==> src/rtl/systolic_2x2_seq.sv <==
// Sequencer for a 2x2 systolic multiplier: latches one A/B job, clears and feeds the array in
// diagonal-skewed order, then captures results on done (or timeout) and holds them for the consumer.
module systolic_2x2_seq #(
  parameter int DATA_W    = 32,
  parameter int DRAIN_MAX = 16
) (
  input  logic                clk,
  input  logic                rst,
  input  logic                start,
  output logic                in_ready,
  input  logic [4*DATA_W-1:0] a_mat,
  input  logic [4*DATA_W-1:0] b_mat,
  output logic                arr_clr,
  output logic                arr_load,
  output logic [DATA_W-1:0]   arr_row0,
  output logic [DATA_W-1:0]   arr_row1,
  output logic [DATA_W-1:0]   arr_col0,
  output logic [DATA_W-1:0]   arr_col1,
  input  logic [8*DATA_W-1:0] arr_res,
  input  logic [3:0]          arr_carry,
  input  logic                arr_done,
  output logic [8*DATA_W-1:0] c_mat,
  output logic [3:0]          c_carry,
  output logic                timeout_err,
  output logic                out_valid,
  input  logic                out_ready,
  output logic                busy
);

  localparam logic [2:0] S_IDLE  = 3'd0;
  localparam logic [2:0] S_CLR   = 3'd1;
  localparam logic [2:0] S_FEED0 = 3'd2;
  localparam logic [2:0] S_FEED1 = 3'd3;
  localparam logic [2:0] S_FEED2 = 3'd4;
  localparam logic [2:0] S_DRAIN = 3'd5;
  localparam logic [2:0] S_HOLD  = 3'd6;

  localparam logic [7:0] DRAIN_LAST = 8'(DRAIN_MAX - 1);

  logic [2:0]          state_q, state_d;
  logic [4*DATA_W-1:0] a_q, a_d, b_q, b_d;
  logic [7:0]          cnt_q, cnt_d;
  logic [8*DATA_W-1:0] c_mat_q, c_mat_d;
  logic [3:0]          c_carry_q, c_carry_d;
  logic                tmo_q, tmo_d;
  logic                clr_q, clr_d, load_q, load_d;
  logic [DATA_W-1:0]   row0_q, row0_d, row1_q, row1_d;
  logic [DATA_W-1:0]   col0_q, col0_d, col1_q, col1_d;

  logic [DATA_W-1:0] a00, a01, a10, a11, b00, b01, b10, b11;

  assign a00 = a_q[0*DATA_W +: DATA_W];
  assign a01 = a_q[1*DATA_W +: DATA_W];
  assign a10 = a_q[2*DATA_W +: DATA_W];
  assign a11 = a_q[3*DATA_W +: DATA_W];
  assign b00 = b_q[0*DATA_W +: DATA_W];
  assign b01 = b_q[1*DATA_W +: DATA_W];
  assign b10 = b_q[2*DATA_W +: DATA_W];
  assign b11 = b_q[3*DATA_W +: DATA_W];

  always_comb begin
    state_d   = state_q;
    a_d       = a_q;
    b_d       = b_q;
    cnt_d     = cnt_q;
    c_mat_d   = c_mat_q;
    c_carry_d = c_carry_q;
    tmo_d     = tmo_q;

    case (state_q)
      S_IDLE: begin
        if (start) begin
          a_d     = a_mat;
          b_d     = b_mat;
          state_d = S_CLR;
        end
      end
      S_CLR:   state_d = S_FEED0;
      S_FEED0: state_d = S_FEED1;
      S_FEED1: state_d = S_FEED2;
      S_FEED2: begin
        cnt_d   = 8'd0;
        state_d = S_DRAIN;
      end
      S_DRAIN: begin
        // done takes priority over a coincident timeout
        if (arr_done || (cnt_q == DRAIN_LAST)) begin
          c_mat_d   = arr_res;
          c_carry_d = arr_carry;
          tmo_d     = !arr_done;
          state_d   = S_HOLD;
        end else begin
          cnt_d = cnt_q + 8'd1;
        end
      end
      S_HOLD: begin
        if (out_ready) state_d = S_IDLE;
      end
      default: state_d = S_IDLE;
    endcase
  end

  // Array-side outputs are decoded from the next state so they line up with state_q.
  always_comb begin
    clr_d  = 1'b0;
    load_d = 1'b0;
    row0_d = '0;
    row1_d = '0;
    col0_d = '0;
    col1_d = '0;
    case (state_d)
      S_CLR: clr_d = 1'b1;
      S_FEED0: begin
        load_d = 1'b1;
        row0_d = a00;
        col0_d = b00;
      end
      S_FEED1: begin
        load_d = 1'b1;
        row0_d = a01;
        row1_d = a10;
        col0_d = b10;
        col1_d = b01;
      end
      S_FEED2: begin
        load_d = 1'b1;
        row1_d = a11;
        col1_d = b11;
      end
      default: ;
    endcase
  end

  always_ff @(posedge clk) begin
    if (!rst) begin
      state_q   <= S_IDLE;
      a_q       <= '0;
      b_q       <= '0;
      cnt_q     <= '0;
      c_mat_q   <= '0;
      c_carry_q <= '0;
      tmo_q     <= 1'b0;
      clr_q     <= 1'b0;
      load_q    <= 1'b0;
      row0_q    <= '0;
      row1_q    <= '0;
      col0_q    <= '0;
      col1_q    <= '0;
    end else begin
      state_q   <= state_d;
      a_q       <= a_d;
      b_q       <= b_d;
      cnt_q     <= cnt_d;
      c_mat_q   <= c_mat_d;
      c_carry_q <= c_carry_d;
      tmo_q     <= tmo_d;
      clr_q     <= clr_d;
      load_q    <= load_d;
      row0_q    <= row0_d;
      row1_q    <= row1_d;
      col0_q    <= col0_d;
      col1_q    <= col1_d;
    end
  end

  assign in_ready    = (state_q == S_IDLE);
  assign busy        = (state_q != S_IDLE);
  assign out_valid   = (state_q == S_HOLD);
  assign arr_clr     = clr_q;
  assign arr_load    = load_q;
  assign arr_row0    = row0_q;
  assign arr_row1    = row1_q;
  assign arr_col0    = col0_q;
  assign arr_col1    = col1_q;
  assign c_mat       = c_mat_q;
  assign c_carry     = c_carry_q;
  assign timeout_err = tmo_q;

endmodule

==> config.mk <==
export PLATFORM = sky130hd
export DESIGN_NAME = systolic_2x2_seq
export DESIGN_NICKNAME = d
export VERILOG_FILES = /design/src/rtl/systolic_2x2_seq.sv
export SDC_FILE = /design/constraint.sdc
export NUM_CORES = 1
export LEC_CHECK = 0
export BUFFER_PORTS_ARGS = -buffer_cell sky130_fd_sc_hd__buf_2
export CELL_PAD_IN_SITES_DETAIL_PLACEMENT = 1
export CELL_PAD_IN_SITES_GLOBAL_PLACEMENT = 1
export CORE_AREA = 2 2 360 362
export CTS_CLUSTER_DIAMETER = 40
export DETAILED_ROUTE_END_ITERATION = 7
export DIE_AREA = 0 0 362 364
export GPL_ROUTABILITY_DRIVEN = 1
export GPL_TIMING_DRIVEN = 0
export PLACE_DENSITY = 0.6
export SYNTH_ARGS = -nofsm -noshare
export SYNTH_HDL_FRONTEND = slang
export SYNTH_SLANG_ARGS = --single-unit
==> constraint.sdc <==
create_clock -name clk -period 2.45 [get_ports clk]
set_input_delay 0.1225 -clock clk [delete_from_list [all_inputs] [get_ports clk]]
set_output_delay 0.1225 -clock clk [all_outputs]
set_load 0.02 [all_outputs]
**Yosys cells after proc, flatten, opt, wreduce, memory -nomap -nowiden**

Cells that the tools add are included.
W data, S select, Z words.

- Word-level logic and storage cells: 47
- Flip-flop bits (word level): 658
- Output and inout bits: 394
- Bits of input ports: 521

- Reduce and logical (&&, ||, !) cells: 9
- Equality and inequality tests: 12
- Mux-type cells: 12
- Add/sub/neg operators: 1

Operator list:

| kind | number |
|---|---|
| $pmux W32 S2 | 4 |
| $pmux W3 S7 | 1 |
| $pmux W8 S2 | 1 |
| $eq A3 B2 Y1 const B | 4 |
| $eq A3 B3 Y1 const B | 4 |
| $mux W3 | 3 |
| $add A8 B1 Y8 const B | 1 |
| $eq A8 B4 Y1 const B | 1 |
| $mux W8 | 1 |
| $eq A3 B1 Y1 const B | 2 |
| $reduce_and A2 Y1 | 3 |
| $logic_not A3 Y1 | 1 |
| $reduce_bool A3 Y1 | 1 |
| $reduce_or A3 Y1 | 1 |
| $mux W1 | 2 |
| $ne A2 B2 Y1 const B | 1 |
| $reduce_bool A2 Y1 | 1 |
| $logic_not A1 Y1 | 1 |
| $logic_or A1 B1 Y1 | 1 |

**Depth between registers and ports, before layout**

Gate-level depths: netlist of the first run.

- Word-level depth: 7
- Depth in mapped cells: 8
- Depth with buffers taken out: 4

**Worst setup path before layout of the first run**

No wires, ideal clock.

- Path type: register to register
- Start: register cnt_q[7]
- End: register c_mat_q[175] (netlist: c_mat[175])
- Arrival: 1.745 ns
- Stages on the path, launching flop included: 8
- Clock period less this slack: 1.876 ns
- Required time: 2.319 ns
- Path slack: 0.574 ns
- Path buffers: 4
- Path through: dfxtp_1 > or4_4 > buf_6 > buf_2 > buf_2 > clkbuf_1 > o2111ai_1 > nand4_1

- Word-level cells in the longest chain between the ends: 3

RTL lines:

| item | line | source |
|---|---|---|
| start: declaration | 42 | `logic [7:0] cnt_q, cnt_d;` |
| start signal: assignment | 153 | `cnt_q <= cnt_d;` |
| $eq A8 B4 Y1 | 87 | `if (arr_done \|\| (cnt_q == DRAIN_LAST)) begin` |
| $logic_or A1 B1 Y1 | 87 |  |
| $reduce_and A2 Y1 (no source line) | -- |  |
| end signal: assignment | 154 | `c_mat_q <= c_mat_d;` |
| end: declaration | 43 | `logic [8*DATA_W-1:0] c_mat_q, c_mat_d;` |

Every way passes these cells.
A chain may end at the register's enable or synchronous reset.

**Final worst setup path of the first run**

- Start: register cnt_q[0]
- End: register c_mat_q[56] (netlist: c_mat[56])

Same word-level chain as after synthesis.

==> qor.csv, run 1 <==
metric,value,unit
final setup vio count,0,
clock network fraction of total power,57.0,%
Crit. Startpoint,cnt_q[0],
yosys synthesis warning count,0,
register share of total power,32.0,%
Core Footprint,128000,um^2
Fmax achieved,419,MHz
Post-synth EDFFs,0,
Yosys reg bits,658,
Synth Instances,3824,
TritonCTS buffer count,142,
"Seq/Total Area, Yosys",43.9,%
Initial DRC Count,2776,
largest net degree at the start of global routing,20,
global route overflow,0,
RSZ-0062 raised after global routing,yes,
Max clock buf depth,3,
power density over the cells,756,nW/um^2
"Cell Chain, Critical Path","ha_1, nand3_1, buf_2, clkbuf_4, clkbuf_1, o2111ai_1, nand4_1",
DP Worst Slack,-0.928,ns
Die H,364,um
CTS tree,yes,
vias per cell,5.40,
Hold WS,0.0929,ns
syn avg cell area,7.85,um^2
syn nets,4346,
initial antenna violation count,45,
WP depth,7,
Setup TNS,0,ns
Die W,362,um
post-synth cell types,42,
Psw,0.00993,W
final wirelength,183000,um
WL/cell,25.4,um
Initial Utilization,23.4,%
Critical Path RT,3.14,ns
Final Worst Setup Slack,0.0613,ns
Reg2Reg Depth,7,
top_reg_cell synth,dfxtp_1,
proportion of layout cells with a drive suffix above 1,23.4,%
routability cong.,0.973,
leading post-synthesis cells by cell area,"dfxtp_1, nand4_1, nand2_1",
"Clk Latency, worst-skew pair",0.80,ns
crit path time final,2.39,ns
vias,39015,
vias in the first global route,39830,
DRC Markers,0,
Fin. Hold Viols,0,
RR Endpoint,c_mat[56],
Post-Layout Cell Count,7225,
Yosys top cell area share,43.9,%
top post-synthesis cells by count,"nand2_1, dfxtp_1, nand4_1",
fin area,47200,um^2
Placement Cell Area,36700,um^2
Min-Delay Path Class,input pin to flip-flop,
num ports,915,
Area Growth Syn to Fin,57.1,%
crit path capture,c_mat[56],
Mapped Area,30000,um^2
Worst path slowest cell,clkbuf_1,
Startpoint Class,flip-flop,
status,"finished, final reports clean",
VDD IR-drop max,0.642,mV
H-tree levels,4,
clock-pin slew on the worst setup and hold paths,0.04,ns
"Arr. time, crit path",3.08,ns
Max-Cap Viols,0,
drt first pass iters,6,
max-slew violation count,0,
FP Rows,132,
measured slew at the worst slew-check pin,1.19,ns
Detail Route Antenna Nets,0,
CP Max Fanout,10,
Post-synth ARST share,0,%
skew final,0.0696,ns
Leak,19.1,nW
Top Family by Delay on Critical Path,buffers and inverters,
dpl hpwl,132000,um
Total GRT Usage,26.6,%
placed cell count,6412,
first-pass GRT wire length,266000,um
Pint,0.0258,W
Reg-to-Reg Start,cnt_q[0],
critical path type,flip-flop to flip-flop,
Slowest Stage Delay on Critical Path,0.44,ns
Final Cycle Share,97.5,%
IO Port Bufs,913,
Yosys top cell by area,dfxtp_1,
R2R Setup Slk,0.06,ns
clock tree sinks,658,
CTS root buffer,clkbuf_16,
nets,5920,
most frequent cell after synthesis,nand2_1,
Sw Ratio,27.8,%
CP Capture Type,flip-flop,
max_slew headroom,20.3,%
Comb power frac,11.0,%
DIE AREA,132000,um^2
Buffers & Inverters on Critical Path,3,
## per-stage QoR
stage | utilization [%] | power, W
2_1_floorplan | - | 0.0131
3_3_place_gp | 28.6 | 0.0147
3_5_place_dp | 28.6 | 0.0147
4_1_cts | 36.7 | 0.0358
5_1_grt | 36.7 | 0.0368
6_report | 36.8 | 0.0357
## sequential cells by signal, indices dropped and copies added (netlist names)
signal,count
state_q,3
arr_row0,32
b_q,128
arr_col0,32
arr_row1,32
c_mat,256
c_carry,4
arr_clr,1
arr_col1,32
cnt_q,8
arr_load,1
a_q,128
timeout_err,1
## power by group through the flow
stage                     Clock (W)  Sequential [W]  Combinational [W]
after floorplan                   0          0.0116            0.00144
after global placement            0          0.0116            0.00306
after detailed placement          0          0.0116            0.00309
after CTS                    0.0206          0.0114            0.00387
after global routing         0.0211          0.0115            0.00422
final                        0.0203          0.0114            0.00393
## worst min-delay path by stage
stage	start	end	slack (ns)	depth (start not counted)
finish	arr_done	cnt_q[0]	0.09	4
global route	arr_done	cnt_q[0]	0.08	4
CTS	arr_done	cnt_q[0]	0.02	4
detailed placement	a_mat[60]	a_q[60]	0.37	3
global placement	a_mat[83]	a_q[83]	0.36	3
floorplan	a_mat[0]	a_q[0]	0.26	2
## layer usage
layer | GRT usage (%) | wire (um)
met5 | 0 | 150
met4 | 14.1 | 9930
met3 | 7.30 | 13800
met2 | 41.2 | 82300
met1 | 33.6 | 77100
## what timing repair did
action                                  in CTS  in global routing
endpoints found under the hold margin      519                  0
hold buffers                               518                  0
gates resized for setup                     87                 69
endpoints found under the setup margin     629                361
setup buffers                                2                  0
## final cells by class
cell class	count	area [um^2]
timing repair buffer	1433	9770
sequential	658	13200
clock inverter	70	1030
clock buffer	191	3990
fill	15487	81200
antenna	35	87.6
multi-input combinational	2649	14900
tap	1675	2100
buffer	508	2130
inverter	6	22.5
## worst reg2reg max path, delay by kind of cell, from the launching register on
kind	cells	cell delay (ns)
buf+inv	3	1.23
fa+ha+maj	1	0.28
flops	1	0.33
simple gates	2	0.28
compound gates	1	0.20
## cell families after synthesis
kind of cell / synth area share [%]
compound gates: 15.5
fa+ha+maj: 0.0417
buf+inv: 6.68
flops: 43.9
mux: 0.100
simple gates: 33.8
## layout by cell type, fill, tap and decap left out, types with 4 or more instances in the layout
| cell type | instances |
|---|---|
| clkinv_8 | 4 |
| bufinv_16 | 15 |
| nand4_1 | 523 |
| clkbuf_4 | 9 |
| dfxtp_1 | 656 |
| clkbuf_1 | 397 |
| clkinv_2 | 10 |
| dlygate4sd3_1 | 518 |
| clkbuf_8 | 24 |
| buf_2 | 930 |
| nor2_1 | 132 |
| inv_16 | 4 |
| o2111ai_1 | 260 |
| nand3b_1 | 4 |
| inv_6 | 18 |
| buf_4 | 4 |
| clkbuf_2 | 100 |
| a21oi_1 | 260 |
| a22oi_1 | 128 |
| inv_1 | 5 |
| nand2_1 | 777 |
| buf_6 | 4 |
| or4_1 | 262 |
| diode_2 | 35 |
| clkbuf_16 | 143 |
| clkinv_4 | 7 |
| clkinvlp_4 | 8 |
| nand3_1 | 265 |
No activity file was read; power rests on OpenSTA's default activity.
==> run 2, diff against run 1 <==
- CORE_AREA: 2 2 360 362 -> 2 2 354 356
- DIE_AREA: 0 0 362 364 -> 0 0 356 358
- PLACE_DENSITY: 0.6 -> 0.62
==> qor.csv, run 2 (synthesized netlist as in run 1, its figures left out) <==
metric,value,unit,change
DP Worst Slack,-0.874,ns,was -0.928 ns
CP Capture Type,flip-flop,,unchanged
crit path capture,c_mat[95],,was c_mat[56]
Reg-to-Reg Start,state_q[0],,was cnt_q[0]
DIE AREA,127000,um^2,was 132000 um^2
critical path type,flip-flop to flip-flop,,unchanged
IO Port Bufs,913,,unchanged
Final Worst Setup Slack,0.0665,ns,was 0.0613 ns
CP Max Fanout,10,,unchanged
Max clock buf depth,3,,unchanged
Hold WS,0.130,ns,was 0.0929 ns
CTS root buffer,clkbuf_16,,unchanged
CTS tree,yes,,unchanged
skew final,0.0307,ns,was 0.0696 ns
RR Endpoint,c_mat[95],,was c_mat[56]
clock-pin slew on the worst setup and hold paths,0.05,ns,was 0.04 ns
Crit. Startpoint,state_q[0],,was cnt_q[0]
Die W,356,um,was 362 um
DRC Markers,0,,unchanged
max_slew headroom,13.7,%,was 20.3%
Setup TNS,0,ns,unchanged
Total GRT Usage,27.2,%,was 26.6%
Max-Cap Viols,0,,unchanged
power density over the cells,729,nW/um^2,was 756 nW/um^2
routability cong.,0.919,,was 0.973
vias per cell,5.43,,was 5.40
Hold Crit Depth,4,,unchanged
Final Cycle Share,97.3,%,was 97.5%
global route overflow,0,,unchanged
largest net degree at the start of global routing,20,,unchanged
dpl hpwl,131000,um,was 132000 um
"commonest non-fill, non-tap cell in the layout",buf_2,,unchanged
fill count,14964,,was 15.5k
met2 WL post-DR,81600,um,was 82300 um
measured slew at the worst slew-check pin,1.30,ns,was 1.19 ns
drt first pass iters,6,,unchanged
Min-Delay Path Class,input pin to flip-flop,,unchanged
metal3 WL,13300,um,was 13800 um
clock tree sinks,658,,unchanged
WL/cell,25.2,um,was 25.4 um
WL met1,74600,um,was 77100 um
top layer in use,met5,,unchanged
nets,5912,,was 5920
max-slew violation count,0,,unchanged
Core Footprint,123000,um^2,was 128000 um^2
Die H,358,um,was 364 um
Critical Path RT,3.16,ns,was 3.14 ns
fin area,46700,um^2,was 47200 um^2
TritonCTS buffer count,134,,was 142
"Clk Latency, worst-skew pair",0.78,ns,was 0.80 ns
Area Growth Syn to Fin,55.4,%,was 57.1%
num ports,915,,unchanged
"commonest non-fill, non-tap cells in the layout","buf_2, nand2_1, dfxtp_1, nand4_1, dlygate4sd3_1",,unchanged
VDD IR-drop max,0.719,mV,was 0.642 mV
Initial Utilization,24.4,%,was 23.4%
crit path time final,2.38,ns,was 2.39 ns
Fin. Hold Viols,0,,unchanged
Overall Power,0.0340,W,was 0.0357 W
R2R Setup Slk,0.07,ns,was 0.06 ns
vias in the first global route,39800,,about the same
Fmax achieved,420,MHz,was 419 MHz
Largest register FFs,256,,unchanged
Leak,18.9,nW,was 19.1 nW
Detail Route Antenna Nets,0,,unchanged
vias,38945,,was 39.0k
Initial DRC Count,3240,,was 2776
Startpoint Class,flip-flop,,unchanged
first-pass GRT wire length,263000,um,was 266000 um
Placement Cell Area,36700,um^2,about the same
initial antenna violation count,41,,was 45
final setup vio count,0,,unchanged
"Arr. time, crit path",3.09,ns,was 3.08 ns
RSZ-0062 raised after global routing,yes,,unchanged
status,"finished, final reports clean",,unchanged
Reg2Reg Depth,5,,was 7
FP Rows,129,,was 132
proportion of layout cells with a drive suffix above 1,23.3,%,was 23.4%
final wirelength,181000,um,was 183000 um
Sequential Area,13200,um^2,about the same
H-tree levels,4,,unchanged
Multi-input gate area,14900,um^2,about the same
==> run 2: changes by cell type in the layout (fill, tap and decap cells not counted), sizes merged <==
cell / delta
diode: +1
bufinv: -2
clkinv: +5
inv: -14
clkinvlp: -2
buf: -2
clkbuf: -4
==> run 2: routing by layer <==
layer	global-route usage, %	vias up
li1	-	17667
met1	33.8	18988
met2	42.4	1714
met3	7.09	560
met4	16.1	16
met5	0	-
==> run 2: power by group <==
group	switching (W)	internal [W]	total, W
clock	0.00660	0.0121	0.0187
sequential	0.000259	0.0112	0.0114
combinational	0.00248	0.00144	0.00392
total	0.00934	0.0247	0.0340
==> run 2: area by class of cell <==
class,count,area share (%)
multi-input combinational,2649,31.9
sequential,658,28.2
timing repair buffer,1432,20.9
clock buffer,185,8.01
buffer,509,4.63
tap,1637,4.39
clock inverter,57,1.71
antenna,36,0.193
inverter,6,0.0483
==> run 2: metrics by stage <==
step                      cells  utilization, %
after floorplan            3824               -
after global placement     6374            29.7
after global routing       7157            37.8
after detailed placement   6374            29.7
after CTS                  7133            37.7
final                      7169            37.8
==> run 2: what timing repair did <==
item / in CTS / in global routing
buffers inserted: 1 / 0
hold buffers: 518 / 0
endpoints found under the hold margin: 519 / 0
resized for setup: 77 / 113
pin swaps: 0 / 0
endpoints found under the setup margin: 628 / 375
==> run 2: worst min path at each step <==
stage	from	endpoint	slack [ns]
global route	b_mat[112]	b_q[112]	0.12
finish	arr_done	cnt_q[0]	0.13
floorplan	a_mat[0]	a_q[0]	0.26
CTS	arr_done	cnt_q[0]	0.03
detailed placement	a_mat[61]	a_q[61]	0.37
global placement	b_mat[63]	b_q[63]	0.37
==> run 2: worst max-delay path: stages (launching register included) <==
cell      delay, ns
dfxtp_1        0.51
and3b_2        0.54
clkbuf_2       0.43
clkbuf_1       0.42
nand4_1        0.24
nand4_1        0.15
